### src/rtl/pq_pkg.sv
// Shared types and constants for the priority-queue stimulus generator.
package pq_pkg;

  localparam int unsigned KW_DEF = 8;
  localparam int unsigned VW_DEF = 8;
  localparam int unsigned LFSR_W = 8;

  // Feedback taps for x^8+x^6+x^5+x^4+1, i.e. bits 7,5,4,3
  localparam logic [LFSR_W-1:0] LFSR_TAPS = 8'hB8;

  typedef enum logic [1:0] {
    IDLE  = 2'd0,
    FILL  = 2'd1,
    DRAIN = 2'd2,
    DONE  = 2'd3
  } stim_state_t;

  function automatic logic [LFSR_W-1:0] lfsr_next(input logic [LFSR_W-1:0] cur);
    return {cur[LFSR_W-2:0], ^(cur & LFSR_TAPS)};
  endfunction

endpackage

### src/rtl/lfsr8.sv
// 8-bit Fibonacci LFSR, shift-left, advancing only when enabled.
module lfsr8
  import pq_pkg::*;
(
  input  logic              clk,
  input  logic              rst,
  input  logic              enable,
  input  logic              load,
  input  logic [LFSR_W-1:0] seed,
  output logic [LFSR_W-1:0] q
);

  always_ff @(posedge clk) begin
    if (!rst) begin
      q <= seed;
    end else if (load) begin
      q <= seed;
    end else if (enable) begin
      q <= lfsr_next(q);
    end
  end

endmodule

### src/rtl/pq_stim_gen.sv
// Self-running stimulus source: fills the priority queue with LFSR keys, then drains it.
module pq_stim_gen
  import pq_pkg::*;
#(
  parameter int unsigned       KW          = KW_DEF,
  parameter int unsigned       VW          = VW_DEF,
  parameter int unsigned       NUM_ENTRIES = 16,
  parameter logic [LFSR_W-1:0] SEED        = 8'h01
) (
  input  logic          clk,
  input  logic          rst,
  input  logic          start,
  input  logic          pq_ready,
  input  logic          pq_full,
  input  logic          pq_empty,
  output logic          add_valid,
  output logic [KW-1:0] data1,
  output logic [VW-1:0] data2,
  output logic          remove_req,
  output logic          busy,
  output logic          done
);

  localparam int unsigned IW       = (NUM_ENTRIES > 1) ? $clog2(NUM_ENTRIES) : 1;
  localparam logic [IW-1:0] LAST_IDX = IW'(NUM_ENTRIES - 1);

  stim_state_t       state_q, state_d;
  logic [IW-1:0]     idx_q, idx_d;
  logic [IW-1:0]     idx_inc;
  logic              start_q;
  logic              add_valid_q, add_valid_d;
  logic [KW-1:0]     data1_q, data1_d;
  logic [VW-1:0]     data2_q, data2_d;
  logic              remove_req_q, remove_req_d;
  logic              busy_q, busy_d;
  logic              done_q, done_d;
  logic              wait_q, wait_d;
  logic              lfsr_en;
  logic [LFSR_W-1:0] lfsr_q;
  logic              start_rise;
  logic              xfer;

  lfsr8 u_lfsr (
    .clk    (clk),
    .rst    (rst),
    .enable (lfsr_en),
    .load   (1'b0),
    .seed   (SEED),
    .q      (lfsr_q)
  );

  assign start_rise = start & ~start_q;
  // Full wins over ready: no transfer while the queue reports full
  assign xfer       = add_valid_q & pq_ready & ~pq_full;
  assign idx_inc    = IW'(idx_q + 1'b1);

  always_ff @(posedge clk) begin
    if (!rst) begin
      state_q      <= IDLE;
      idx_q        <= '0;
      start_q      <= 1'b0;
      add_valid_q  <= 1'b0;
      data1_q      <= '0;
      data2_q      <= '0;
      remove_req_q <= 1'b0;
      busy_q       <= 1'b0;
      done_q       <= 1'b0;
      wait_q       <= 1'b0;
    end else begin
      state_q      <= state_d;
      idx_q        <= idx_d;
      start_q      <= start;
      add_valid_q  <= add_valid_d;
      data1_q      <= data1_d;
      data2_q      <= data2_d;
      remove_req_q <= remove_req_d;
      busy_q       <= busy_d;
      done_q       <= done_d;
      wait_q       <= wait_d;
    end
  end

  always_comb begin
    state_d      = state_q;
    idx_d        = idx_q;
    add_valid_d  = add_valid_q;
    data1_d      = data1_q;
    data2_d      = data2_q;
    remove_req_d = 1'b0;
    wait_d       = wait_q;
    lfsr_en      = 1'b0;

    case (state_q)
      IDLE, DONE: begin
        if (start_rise) begin
          state_d     = FILL;
          idx_d       = '0;
          add_valid_d = 1'b1;
          data1_d     = KW'(lfsr_q);
          data2_d     = '0;
        end
      end
      FILL: begin
        // The LFSR always holds the key on offer, so it steps on every accepted pair
        if (xfer) begin
          lfsr_en = 1'b1;
          if (idx_q == LAST_IDX) begin
            add_valid_d = 1'b0;
            wait_d      = 1'b0;
            state_d     = DRAIN;
          end else begin
            idx_d   = idx_inc;
            data1_d = KW'(lfsr_next(lfsr_q));
            data2_d = VW'(idx_inc);
          end
        end
      end
      DRAIN: begin
        // Alternate remove and settle cycles so pq_empty is fresh when sampled
        if (wait_q) begin
          wait_d = 1'b0;
        end else if (pq_empty) begin
          state_d = DONE;
        end else begin
          remove_req_d = 1'b1;
          wait_d       = 1'b1;
        end
      end
      default: state_d = IDLE;
    endcase

    busy_d = (state_d == FILL) || (state_d == DRAIN);
    done_d = (state_d == DONE);
  end

  assign add_valid  = add_valid_q;
  assign data1      = data1_q;
  assign data2      = data2_q;
  assign remove_req = remove_req_q;
  assign busy       = busy_q;
  assign done       = done_q;

endmodule

### config.mk
export PLATFORM = sky130hd
export DESIGN_NAME = pq_stim_gen
export DESIGN_NICKNAME = d
export VERILOG_FILES = /design/src/rtl/pq_pkg.sv /design/src/rtl/lfsr8.sv /design/src/rtl/pq_stim_gen.sv
export SDC_FILE = /design/constraint.sdc
export NUM_CORES = 1
export LEC_CHECK = 0
export BUFFER_PORTS_ARGS = -buffer_cell sky130_fd_sc_hd__buf_4
export CELL_PAD_IN_SITES_DETAIL_PLACEMENT = 1
export CELL_PAD_IN_SITES_GLOBAL_PLACEMENT = 1
export CORE_AREA = 2 2 60 62
export DETAILED_ROUTE_END_ITERATION = 16
export DIE_AREA = 0 0 62 64
export PLACE_DENSITY = 0.88
export SETUP_SLACK_MARGIN = 0.4
export SYNTH_ARGS = -nofsm -noshare
export SYNTH_HDL_FRONTEND = slang
export SYNTH_SLANG_ARGS = --single-unit
### constraint.sdc
create_clock -name clk -period 3.55 [get_ports clk]
set_clock_uncertainty 0.15 [all_clocks]
set_input_delay 0.355 -clock clk [delete_from_list [all_inputs] [get_ports clk]]
set_output_delay 0.355 -clock clk [all_outputs]
set_load 0.01 [all_outputs]
Yosys cells after proc, flatten, opt, wreduce, memory -nomap -nowiden
Index checks and enable logic that the tools add are counted.

Logic and storage cells: 65. Input port bits: 6. Flip-flop bits (word level): 36.

Reduce and logical (&&, ||, !) cells: 10. Equality and inequality tests: 11. Mux-type cells: 27. Bitwise gates (word level): 5. Add/subtract/negate cells: 1.

Operators by type and width (count): $mux W8 (6); $pmux W8 S2 (2); $mux W4 (3); $mux W2 (5); $eq A2 B2 Y1 const B (4); $ne A2 B2 Y1 const B (4); $pmux W4 S2 (1); $reduce_and A4 Y1 (2); $reduce_xor A8 Y1 (1); $mux W1 (7); $pmux W2 S3 (1); $add A4 B1 Y4 const B (1); $eq A2 B1 Y1 const B (2); $eq A4 B4 Y1 const B (1); $pmux W1 S2 (2); $reduce_bool A2 Y1 (2); $and A1 B1 Y1 (3); $reduce_and A3 Y1 (1); $logic_not A2 Y1 (1); $not A1 Y1 (2); $reduce_and A2 Y1 (1); $reduce_or A2 Y1 (1); $logic_or A1 B1 Y1 (1).

Longest topological paths before layout
Gate-level depths: netlist (run 1).

Depth after elaboration: 6. Gate-level depth with buffers: 9. Mapped depth without buffers: 7.

Cells and area by module
A second synthesis (run 1) with hierarchy kept.

Cells, all modules: 136. Area total of the unflattened synthesis: 1470.2 sq um.

By module, submodules not included: pq_stim_gen (instances 1, area each 1058.5 sq um, sequential area each 400.4 sq um, cells an instance 113); lfsr8 (instances 1, area each 411.6 sq um, sequential area each 240.2 sq um, cells an instance 23).

Worst setup path after synthesis (run 1)
No wires, ideal clock.

Path type: register -> register. Start point: register state_q[0]. End point: register busy_q (netlist: busy). Cell stages (with the launch flop): 9. Library setup time: 0.115 ns. Path buffers: 1. Period minus slack after synthesis: 2.036 ns. Setup slack: 1.514 ns. Arrival: 1.771 ns. Cell sequence: dfxtp_1 > inv_1 > ha_1 > clkbuf_2 > and3b_1 > or3_1 > o31a_1 > ha_1 > and2_1.

Cells in the longest elaborated chain, start to end: 5.

Ends and longest elaborated chain: start, declared (line pq_stim_gen.sv:27) `stim_state_t state_q, state_d;`; start signal, assigned (line pq_stim_gen.sv:70) `state_q <= state_d;`; $eq A2 B2 Y1, or another cell as far along (line pq_stim_gen.sv:93) `case (state_q)`; $reduce_or A2 Y1, or another cell as far along (line pq_stim_gen.sv:93); $pmux W2 S3 (*) (line pq_stim_gen.sv:93); $eq A2 B1 Y1 or $eq A2 B2 Y1 (tied branches) (line pq_stim_gen.sv:132) `busy_d = (state_d == FILL) || (state_d == DRAIN);`; $logic_or A1 B1 Y1 (*) (line pq_stim_gen.sv:132); named net busy_d (line pq_stim_gen.sv:35) `logic busy_q, busy_d;`; end signal, assigned (line pq_stim_gen.sv:77) `busy_q <= busy_d;`; end, declared (line pq_stim_gen.sv:35).

Mark *: on every way through the listed nets, which the timed path passes. The rest lies on a longest branch. A chain may end at the register's enable or synchronous reset.

Final worst setup path (run 1)
Start point: register state_q[1]. End point: register data1_q[5] (netlist: data1[5]).

Cells in the longest elaborated chain, start to end: 4.

Ends and longest elaborated chain: $eq A2 B2 Y1 or $logic_not A2 Y1 (tied branches) (line pq_stim_gen.sv:93); $reduce_or A2 Y1 (line pq_stim_gen.sv:93); $ne A2 B2 Y1 (no line) or $reduce_bool A2 Y1 (tied branches); $reduce_and A4 Y1 (no line); end signal, assigned (line pq_stim_gen.sv:74) `data1_q <= data1_d;`; end, declared (line pq_stim_gen.sv:32) `logic [KW-1:0] data1_q, data1_d;`.

Parallel ways exist; a longest one is shown, timed or not.

==> results of run 1 <==
[metrics by stage]
step,utilization [%],cell area (µm²),power [mW]
final,49.0,1610,0.694
after global routing,49.0,1610,0.726
after CTS,49.0,1610,0.700
after detailed placement,47.4,1560,0.489
after global placement,47.4,1560,0.482
after floorplan,-,1420,0.445
[routing by layer]
layer	wire [µm]	up-vias	global-route usage [%]
met1	1380	557	18.9
met3	101	6	2.43
li1	-	576	-
met2	1710	20	31.8
met5	0	-	0
met4	65	0	7.71
[sequential cells by signal, summed over array words and instances, names as in the netlist]
| register | cells |
|---|---|
| add_valid | 1 |
| busy | 1 |
| data1 | 8 |
| data2 | 4 |
| done | 1 |
| remove_req | 1 |
| start_q | 1 |
| state_q | 2 |
| u_lfsr.q | 8 |
| wait_q | 1 |
[worst max path at each step]
| stage | from | endpoint |
|---|---|---|
| floorplan | state_q[0] | busy |
| global placement | state_q[1] | data1[5] |
| finish | state_q[1] | data1[5] |
| detailed placement | state_q[1] | data1[4] |
| CTS | state_q[1] | data1[4] |
| global route | state_q[1] | data1[5] |
[power by group]
| part | internal, mW | switching, mW |
|---|---|---|
| sequential | 0.333 | 0.0118 |
| combinational | 0.0610 | 0.0754 |
| clock | 0.114 | 0.0985 |
[kinds of logic after synthesis]
family | count (synthesis) | synth area share [%]
and+or+nand+nor | 57 | 21.6
other | 1 | 0.267
muxes | 8 | 5.70
xor gates and xnor gates | 3 | 1.87
buffers and inverters | 18 | 6.95
DFF | 28 | 39.9
adders and majority gates | 5 | 4.45
AOI/OAI and AO/OA | 37 | 19.2
[cell type report]
| cell class | instances | area, µm² | area share [%] |
|---|---|---|---|
| clock buffers | 3 | 22.5 | 1.40 |
| clock inverters | 1 | 30.0 | 1.87 |
| inverters | 4 | 15.0 | 0.933 |
| multi-input cells | 114 | 758 | 47.1 |
| flip-flops and latches | 28 | 561 | 34.8 |
| well taps | 46 | 57.6 | 3.58 |
| repair buffers | 22 | 165 | 10.3 |
[Yosys cell counts]
cell type  number
xnor2_1         3
and2b_1         1
a21boi_0        1
buf_2           2
dfxtp_1        28
conb_1          1
mux2i_1         8
a41oi_1         1
clkbuf_2        1
nor4bb_1        1
nand3_1         7
a21oi_1        11
and3_1          2
and4b_1         1
nor4b_1         1
or4_1           1
nor3_1          2
o21ai_0         5
o211ai_1        1
inv_1           4
o221a_2         2
nand4_1         1
a221oi_2        1
o211a_1         5
o21bai_1        1
nand2_1        25
nor2_1          3
or3_1           2
a31oi_1         3
and3b_1         2
nand2b_4        1
a21oi_4         1
buf_4           5
o31a_1          1
and2_1          6
clkbuf_1        5
o22ai_1         2
or4b_1          1
a21o_1          2
buf_6           1
ha_1            5
==> flow_metrics.env, run 1 <==
export IMPL_status="complete, no violations"
export IMPL_final_common_cell="dfxtp_1"
export IMPL_yosysTopAreaCell="dfxtp_1"
export IMPL_syn_area_mm2=0.00141
export IMPL_crit_arrival_ns=2.61
export IMPL_worst_slew_pin_slew_ns=0.539
export IMPL_min_path_cells=2
export IMPL_worst_slack_ns=1.09
export IMPL_placed_cells=214
export IMPL_peakVddDrop_uv=231
export IMPL_io_buffers=21
export IMPL_clockBufferDepth=2
export IMPL_hold_viol=0
export IMPL_grt_max_degree=19
export IMPL_crit_path_max_fanout=18
export IMPL_htreeDepth=1
export IMPL_cp_end_kind="flip-flop"
export IMPL_n_fill_cell=400
export IMPL_tns_ns=0
export IMPL_rows=21
export IMPL_rsz0062_at_grt="false"
export IMPL_fin_crit_sh_pct=69.3
export IMPL_io_pins=26
export IMPL_r2r_start="state_q[1]"
export IMPL_slowest_stage="and4b_1"
export IMPL_routed_via_count=1159
export IMPL_slowest_delay_ns=0.58
export IMPL_leakagePower_nw=0.701
export IMPL_setup_viol=0
export IMPL_clock_fmax_mhz=406
export IMPL_syn_avg_cell_area_um2=8.95
export IMPL_dpl_worst_slack_ns=1.16
export IMPL_grt_pass1_wl_mm=5.25
export IMPL_drcViolationCount=0
export IMPL_r2r_end="data1[5]"
export IMPL_clk_pin_slew_ns=0.16
export IMPL_grt_usage_pct=17.4
export IMPL_synth_distinct_cells=41
export IMPL_layout_common_cells="28 x dfxtp_1, 25 x nand2_1, 22 x buf_4"
export IMPL_ys_ff_latch=28
export IMPL_hp_class="input pin to flip-flop"
export IMPL_wl_per_cell_um=15.0
export IMPL_final_nets=184
export IMPL_synth_top_area_share_pct=39.9
export IMPL_antenna_found_initial=0
export IMPL_place_congestion=0.822
export IMPL_maxSlewHeadroom_pct=64.0
export IMPL_routed_wl_mm=3.26
export IMPL_dieHeight_um=64
export IMPL_cts_resized=0
export IMPL_cp_num_cells=7
export IMPL_period_needed_ns=2.46
export IMPL_synth_cells=157
export IMPL_grt_pass1_vias=1161
export IMPL_drive_gt1_share_pct=18.0
export IMPL_die_w_um=62
export IMPL_gr_total_overflow=0
export IMPL_yosys_warnings=0
export IMPL_cts_buffers=3
export IMPL_dp_hpwl_mm=2.49
export IMPL_cts_tree="yes"
export IMPL_timing_hold_ws_ns=0.0369
export IMPL_initial_core_util_pct=42.8
export IMPL_cts_hold_buf=0
export IMPL_routed_via_density=5.32
export IMPL_min_to="remove_req"
export IMPL_drt_pre_antenna_iters=4
export IMPL_r2r_cells=7
export IMPL_post_cts_repair_setup_buffers=0
export IMPL_max_cap_violations=0
export IMPL_finalNonFillerCells=218
export IMPL_ys_seq_area_share_pct=39.9
export IMPL_drt_iter0_markers=25
export IMPL_insertedDiodeCount=0
export IMPL_synthTopCellsByArea="dfxtp_1 40%, nand2_1 6.7%, mux2i_1 5.7%, ha_1 4.5%, a21oi_1 3.9%"
export IMPL_ant_nets=0
export IMPL_core_region_area_mm2=0.00328
export IMPL_reg2reg_setup_slack_ns=1.09
export IMPL_holdCritStartpoint="pq_empty"
export IMPL_worstPathRequired_ns=3.70
export IMPL_cts_root_buf="clkbuf_4"
export IMPL_clk_latency_ns=0.34
export IMPL_syn2layout_area_growth_pct=14.5
export IMPL_path_buf_inv=2
export IMPL_crit_family="simple AND/OR/NAND/NOR gates"
export IMPL_power_density_mw_per_mm2=431
export IMPL_die_area_mm2=0.00397
export IMPL_crit_type="flip-flop to flip-flop"
export IMPL_finalMaxSlewViolations=0
export IMPL_cts_num_sinks=28
export IMPL_cp_cell_sequence="inv_1 > ha_1 > buf_4 > and4b_1 > a21oi_4 > nor2_1 > o221a_2"
export IMPL_crit_path_start_kind="flip-flop"
(Power assumes the default switching activity.)
==> run 2: changes to the inputs <==
--- a/config.mk
+++ b/config.mk
@@ -5,13 +5,14 @@
 export SDC_FILE = /design/constraint.sdc
 export NUM_CORES = 1
 export LEC_CHECK = 0
+export ABC_AREA = 1
 export BUFFER_PORTS_ARGS = -buffer_cell sky130_fd_sc_hd__buf_4
 export CELL_PAD_IN_SITES_DETAIL_PLACEMENT = 1
 export CELL_PAD_IN_SITES_GLOBAL_PLACEMENT = 1
-export CORE_AREA = 2 2 60 62
+export CORE_AREA = 2 2 66 68
 export DETAILED_ROUTE_END_ITERATION = 16
-export DIE_AREA = 0 0 62 64
-export PLACE_DENSITY = 0.88
+export DIE_AREA = 0 0 68 70
+export PLACE_DENSITY = 0.81
 export SETUP_SLACK_MARGIN = 0.4
 export SYNTH_ARGS = -nofsm -noshare
 export SYNTH_HDL_FRONTEND = slang
==> constraint.sdc (replaced) <==
create_clock -name clk -period 2.5 [get_ports clk]
set_clock_uncertainty 0.15 [all_clocks]
set_input_delay 0.25 -clock clk [delete_from_list [all_inputs] [get_ports clk]]
set_output_delay 0.25 -clock clk [all_outputs]
set_load 0.01 [all_outputs]
==> run 2 against run 1 <==
  * Total power is 44% higher
  * Utilization decreased by 7.4 points
  * Routed wire length grew 4.1%
  * Clock-buffer cell count is 1 higher
  * First-iteration DRC count stayed put
  * Critical endpoint is now data1[0]
  * Critical path type unchanged
  * Critical path depth grew 1
==> flow_metrics.env, run 2 <==
export IMPL_ant_nets=0
export IMPL_clockBufferDepth=2
export IMPL_crit_type="flip-flop to flip-flop"
export IMPL_grt_pass1_wl_mm=6.11
export IMPL_yosys_warnings=0
export IMPL_clk_pin_slew_ns=0.10
export IMPL_antenna_found_initial=0
export IMPL_grt_max_degree=16
export IMPL_final_common_cell="nand2_1"
export IMPL_io_buffers=21
export IMPL_maxSlewHeadroom_pct=60.8
export IMPL_cts_root_buf="clkbuf_8"
export IMPL_max_cap_violations=0
export IMPL_die_area_mm2=0.00476
export IMPL_synth_compound_area_share_pct=13.0
export IMPL_use_met2_pct=28.7
export IMPL_place_congestion=0.766
export IMPL_worstPathRequired_ns=2.53
export IMPL_rsz0062_at_grt="false"
export IMPL_dpl_worst_slack_ns=0.551
export IMPL_cp_cell_sequence="inv_1 > ha_1 > nand2_2 > nand2_4 > nor2_8 > nand2_1 > nor2_1 > nor2_1"
export IMPL_grt_usage_pct=16.4
export IMPL_crit_path_start_kind="flip-flop"
export IMPL_dp_hpwl_mm=2.57
export IMPL_synth_fa_ha_area_share_pct=4.17
export IMPL_cp_end_kind="flip-flop"
export IMPL_placed_area_mm2=0.00166
export IMPL_drt_pre_antenna_iters=4
export IMPL_syn_avg_cell_area_um2=7.43
export IMPL_ys_ff_latch=28
export IMPL_multiInputGateArea_um2=778
export IMPL_met1_usage_pct=20.4
export IMPL_rows=24
export IMPL_worst_slack_ns=0.592
export IMPL_synth_top_family_by_area="simple AND/OR/NAND/NOR gates"
export IMPL_drive_gt1_share_pct=23.5
export IMPL_die_w_um=68
export IMPL_fin_crit_sh_pct=76.3
export IMPL_ys_flop_type="dfxtp_1"
export IMPL_async_flop_share_pct=0
export IMPL_register_area_um2=561
export IMPL_cts_num_sinks=28
export IMPL_peakVddDrop_uv=187
export IMPL_layout_common_cells="51 x nand2_1, 28 x dfxtp_1, 22 x buf_4"
export IMPL_reg2reg_setup_slack_ns=0.59
export IMPL_grtUsageMet3_pct=2.58
export IMPL_io_pins=26
export IMPL_clk_latency_ns=0.28
export IMPL_path_buf_inv=1
export IMPL_finalMaxSlewViolations=0
export IMPL_yosysMostFrequentCell="nand2_1"
export IMPL_yosysTopAreaCell="dfxtp_1"
export IMPL_initial_core_util_pct=36.2
export IMPL_drt_iter0_markers=25
export IMPL_period_needed_ns=1.91
export IMPL_clock_fmax_mhz=524
export IMPL_wl_per_cell_um=12.4
export IMPL_slowest_delay_ns=0.42
export IMPL_syn2layout_area_growth_pct=14.9
export IMPL_dieHeight_um=70
export IMPL_hp_class="input pin to flip-flop"
export IMPL_design_area_mm2=0.00173
export IMPL_routed_wl_mm=3.40
export IMPL_yosys_area_share_simple_pct=31.2
export IMPL_ys_seq_area_share_pct=37.3
export IMPL_final_nets=233
export IMPL_insertedDiodeCount=0
export IMPL_tns_ns=0
export IMPL_crit_family="simple AND/OR/NAND/NOR gates"
export IMPL_routed_via_count=1312
export IMPL_synth_xor_area_share_pct=2.33
export IMPL_syn_area_mm2=0.00150
export IMPL_crit_path_max_fanout=15
export IMPL_htreeDepth=1
export IMPL_synth_edf_count=0
export IMPL_grt_busiest_layer="met2"
export IMPL_core_region_area_mm2=0.00414
export IMPL_status="complete, no violations"
export IMPL_power_density_mw_per_mm2=577
export IMPL_synthTopCellsByCount="51 x nand2_1, 28 x dfxtp_1, 21 x inv_1, 19 x nor2_1, 14 x a21oi_1"
export IMPL_drcViolationCount=0
export IMPL_n_fill_cell=532
export IMPL_synthTopCellsByArea="dfxtp_1 37%, nand2_1 13%, inv_1 5.2%, nor2_1 4.7%, a21oi_1 4.7%"
export IMPL_crit_top_cell="nor2_1"
export IMPL_crit_arrival_ns=1.94
export IMPL_hold_viol=0
export IMPL_cts_tree="yes"
export IMPL_gr_total_overflow=0
export IMPL_worst_slew_pin_slew_ns=0.587
export IMPL_setup_viol=0
export IMPL_slowest_stage="dfxtp_1"
export IMPL_post_cts_repair_setup_buffers=0
export IMPL_grt_pass1_vias=1379
export IMPL_synth_top_area_share_pct=37.3
export IMPL_cts_buffers=3
export IMPL_synthMuxAreaShare_pct=0
export IMPL_routed_via_density=4.81
export IMPL_synth_cells=202
export IMPL_leakagePower_nw=0.779
export IMPL_synth_distinct_cells=33
-- run 2: worst min-delay path: cells and delay by family --
family / cells / cell delay [ns]
buffers and inverters: 2 / 0.13
and+or+nand+nor: 1 / 0.04
-- run 2: worst paths after layout --
path / start / end / depth (start not counted)
min: start / start_q / 3
max: state_q[0] / data1[0] / 8
max reg2reg: state_q[0] / data1[0] / 8
min reg2reg: data1[3] / data1[3] / 2
-- run 2: cell families after synthesis --
family,after synthesis
fa+ha+maj,5
other cells,1
buf+inv,34
compound gates,34
xor+xnor,4
flops,28
simple gates,96
-- run 2: power by group --
part	total [mW]	switching, mW	internal, mW
sequential	0.486	0.0162	0.470
combinational	0.218	0.137	0.0803
clock	0.292	0.151	0.141
total	0.996	0.304	0.691
-- run 2: metal layers --
layer  wire [µm]  part of all wire, %  vias to the layer above
met5           0                    0                        -
met4          35                  1.0                        0
met3         117                  3.4                        5
met2        1710                   50                       18
met1        1530                   45                      628
li1            -                    -                      661
-- run 2: cell type report --
| class | instances | area share [%] |
|---|---|---|
| tap | 52 | 3.77 |
| clock buffer | 4 | 3.19 |
| sequential | 28 | 32.5 |
| inverter | 23 | 5.29 |
| timing repair buffer | 23 | 10.2 |
| multi-input combinational | 143 | 45.1 |
-- run 2: stage by stage --
stage / util (%) / hold WS, ns / power [mW] / instances
after floorplan: - / 0.179 / 0.662 / 205
after global routing: 41.6 / 0.0305 / 1.05 / 273
after detailed placement: 40.0 / 0.295 / 0.715 / 268
final: 41.6 / 0.0135 / 0.996 / 273
after global placement: 40.0 / 0.291 / 0.708 / 268
after CTS: 41.6 / 0.00983 / 1.01 / 273
-- run 2: repair_timing --
action,CTS,global route
hold buffers,1,0
endpoints found under the hold margin,1,0
gates resized for setup,0,1
setup endpoints to repair,0,6
==> run 3: changes to the inputs <==
--- a/config.mk
+++ b/config.mk
@@ -9,10 +9,10 @@
 export BUFFER_PORTS_ARGS = -buffer_cell sky130_fd_sc_hd__buf_4
 export CELL_PAD_IN_SITES_DETAIL_PLACEMENT = 1
 export CELL_PAD_IN_SITES_GLOBAL_PLACEMENT = 1
-export CORE_AREA = 2 2 66 68
+export CORE_AREA = 2 2 68 70
 export DETAILED_ROUTE_END_ITERATION = 16
-export DIE_AREA = 0 0 68 70
-export PLACE_DENSITY = 0.81
+export DIE_AREA = 0 0 70 72
+export PLACE_DENSITY = 0.8
 export SETUP_SLACK_MARGIN = 0.4
 export SYNTH_ARGS = -nofsm -noshare
 export SYNTH_HDL_FRONTEND = slang
==> constraint.sdc (replaced) <==
create_clock -name clk -period 1.65 [get_ports clk]
set_clock_uncertainty 0.15 [all_clocks]
set_input_delay 0.165 -clock clk [delete_from_list [all_inputs] [get_ports clk]]
set_output_delay 0.165 -clock clk [all_outputs]
set_load 0.01 [all_outputs]
==> run 3 against run 2 <==
  * The flow now finishes with violations (negative setup slack)
  * Total power rose by 82%
  * Cell area rose by 29%
  * Die area rose by 5.9%
  * Critical path type unchanged
  * Register-to-register slack got worse by 0.62 ns
  * Setup slack got worse by 0.62 ns
  * Highest routed layer unchanged
  * Clock power rose by 70%
  * First-iteration DRC count rose by 120%
==> flow_metrics.env, run 3 (synthesis results as in run 2) <==
export IMPL_status="finished with violations"
export IMPL_violations="negative setup slack"
export IMPL_slowest_delay_ns=0.39
export IMPL_dp_hpwl_mm=2.69
export IMPL_antenna_found_initial=0
export IMPL_dpl_worst_slack_ns=-0.105
export IMPL_final_nets=269
export IMPL_worstPathRequired_ns=1.69
export IMPL_cp_end_kind="flip-flop"
export IMPL_crit_family="adder cells"
export IMPL_hp_class="input pin to flip-flop"
export IMPL_crit_path_end="busy"
export IMPL_dieHeight_um=72
export IMPL_clk_latency_ns=0.28
export IMPL_path_buf_inv=3
export IMPL_die_area_mm2=0.00504
export IMPL_grt_max_degree=17
export IMPL_wl_per_cell_um=15.8
export IMPL_io_pins=26
export IMPL_syn2layout_area_growth_pct=48.7
export IMPL_gr_total_overflow=0
export IMPL_met1_usage_pct=22.4
export IMPL_slowest_stage="dfxtp_4"
export IMPL_post_route_util_pct=52.4
export IMPL_clockBufferDepth=2
export IMPL_final_common_cell="buf_4"
export IMPL_rows=24
export IMPL_crit_type="flip-flop to flip-flop"
export IMPL_grt_pass1_wl_mm=7.56
export IMPL_drive_gt1_share_pct=46.7
export IMPL_reg2reg_setup_slack_ns=-0.03
export IMPL_cp_startpoint="state_q[0]"
export IMPL_finalMaxSlewViolations=0
export IMPL_rsz0062_at_grt="true"
export IMPL_crit_arrival_ns=1.72
export IMPL_drcViolationCount=0
export IMPL_max_cap_violations=0
export IMPL_crit_path_start_kind="flip-flop"
export IMPL_period_needed_ns=1.68
export IMPL_insertedDiodeCount=0
export IMPL_die_w_um=70
export IMPL_htreeDepth=1
export IMPL_cts_buffers=3
export IMPL_power_density_mw_per_mm2=811
export IMPL_routed_via_count=1519
export IMPL_cp_cell_sequence="inv_4 > ha_4 > buf_4 > nand3_1 > nand2_2 > ha_4 > nand2_2 > inv_2"
export IMPL_ant_nets=0
export IMPL_grt_busiest_layer="met2"
export IMPL_cts_num_sinks=28
export IMPL_peakVddDrop_uv=531
export IMPL_r2r_start="state_q[0]"
export IMPL_drt_pre_antenna_iters=2
export IMPL_leakagePower_nw=1.01
export IMPL_maxSlewHeadroom_pct=55.4
export IMPL_setup_viol=1
export IMPL_grt_pass1_vias=1580
export IMPL_cp_num_cells=8
export IMPL_routed_wl_mm=4.89
export IMPL_initial_core_util_pct=35.2
export IMPL_clock_fmax_mhz=597
export IMPL_drt_iter0_markers=56
export IMPL_routed_via_density=4.92
export IMPL_worst_slew_pin_slew_ns=0.668
export IMPL_r2r_cells=8
export IMPL_place_congestion=0.765
export IMPL_r2r_end="busy"
export IMPL_worst_slack_ns=-0.0255
export IMPL_io_buffers=21
export IMPL_use_met2_pct=35.6
export IMPL_grtUsageMet3_pct=3.47
export IMPL_clk_pin_slew_ns=0.10
export IMPL_grt_usage_pct=18.9
export IMPL_fin_crit_sh_pct=102
export IMPL_crit_path_max_fanout=3
export IMPL_core_region_area_mm2=0.00426
export IMPL_layout_common_cells="45 x buf_4, 42 x nand2_1, 23 x dfxtp_1"
export IMPL_hold_viol=0
export IMPL_cts_root_buf="clkbuf_8"
export IMPL_cts_tree="yes"
[run 3: changes by cell type in the layout (fill, tap and decap cells not counted), sizes merged]
cell,before,now
buf,22,56
dlygate4sd3,1,2
nand4,2,3
[run 3: worst min-delay path by stage]
stage                  start         end  depth (start not counted)
CTS                      rst        done                          3
detailed placement  pq_empty  remove_req                          2
global route             rst        busy                          3
finish                   rst        busy                          3
global placement    pq_empty  remove_req                          2
floorplan           pq_empty  remove_req                          1
[run 3: per-stage QoR]
step,hold WS [ns],TNS [ns],cell area (µm²),std cells,power [mW]
floorplan,0.0937,0,1600,205,1.04
global placement,0.205,0,1850,283,1.18
detailed placement,0.203,-0.115,1850,283,1.19
CTS,0.0340,0,2120,302,1.77
global route,0.0469,-0.345,2230,309,1.91
finish,0.0535,-0.0255,2230,309,1.81
[run 3: worst min-delay path: stages]
cell and delay (ns):
buf_4 0.17, nand2_2 0.09, inv_2 0.02
[run 3: final cells by class]
type	instances	area [µm²]
multi-input combinational	144	938
tap	52	65.1
sequential	28	577
fill	531	2030
clock buffer	4	66.3
timing repair buffer	58	490
inverter	23	96.3
[run 3: timing repair]
action,CTS,global route
setup buffers,12,7
pin swaps,21,10
hold buffers,2,0
gates cloned,1,0
endpoints found under the setup margin,26,28
hold endpoints to repair,2,0
resized for setup,24,22
[run 3: where the power goes]
part	internal (mW)	total (mW)	switching, mW
logic	0.272	0.582	0.309
clock network	0.264	0.495	0.231
registers	0.711	0.735	0.0246
[run 3: metal layers]
layer / routed length (µm) / share of wire, %
met1: 2120 / 43
met5: 0 / 0
met4: 110 / 2.3
met2: 2510 / 51
met3: 148 / 3.0
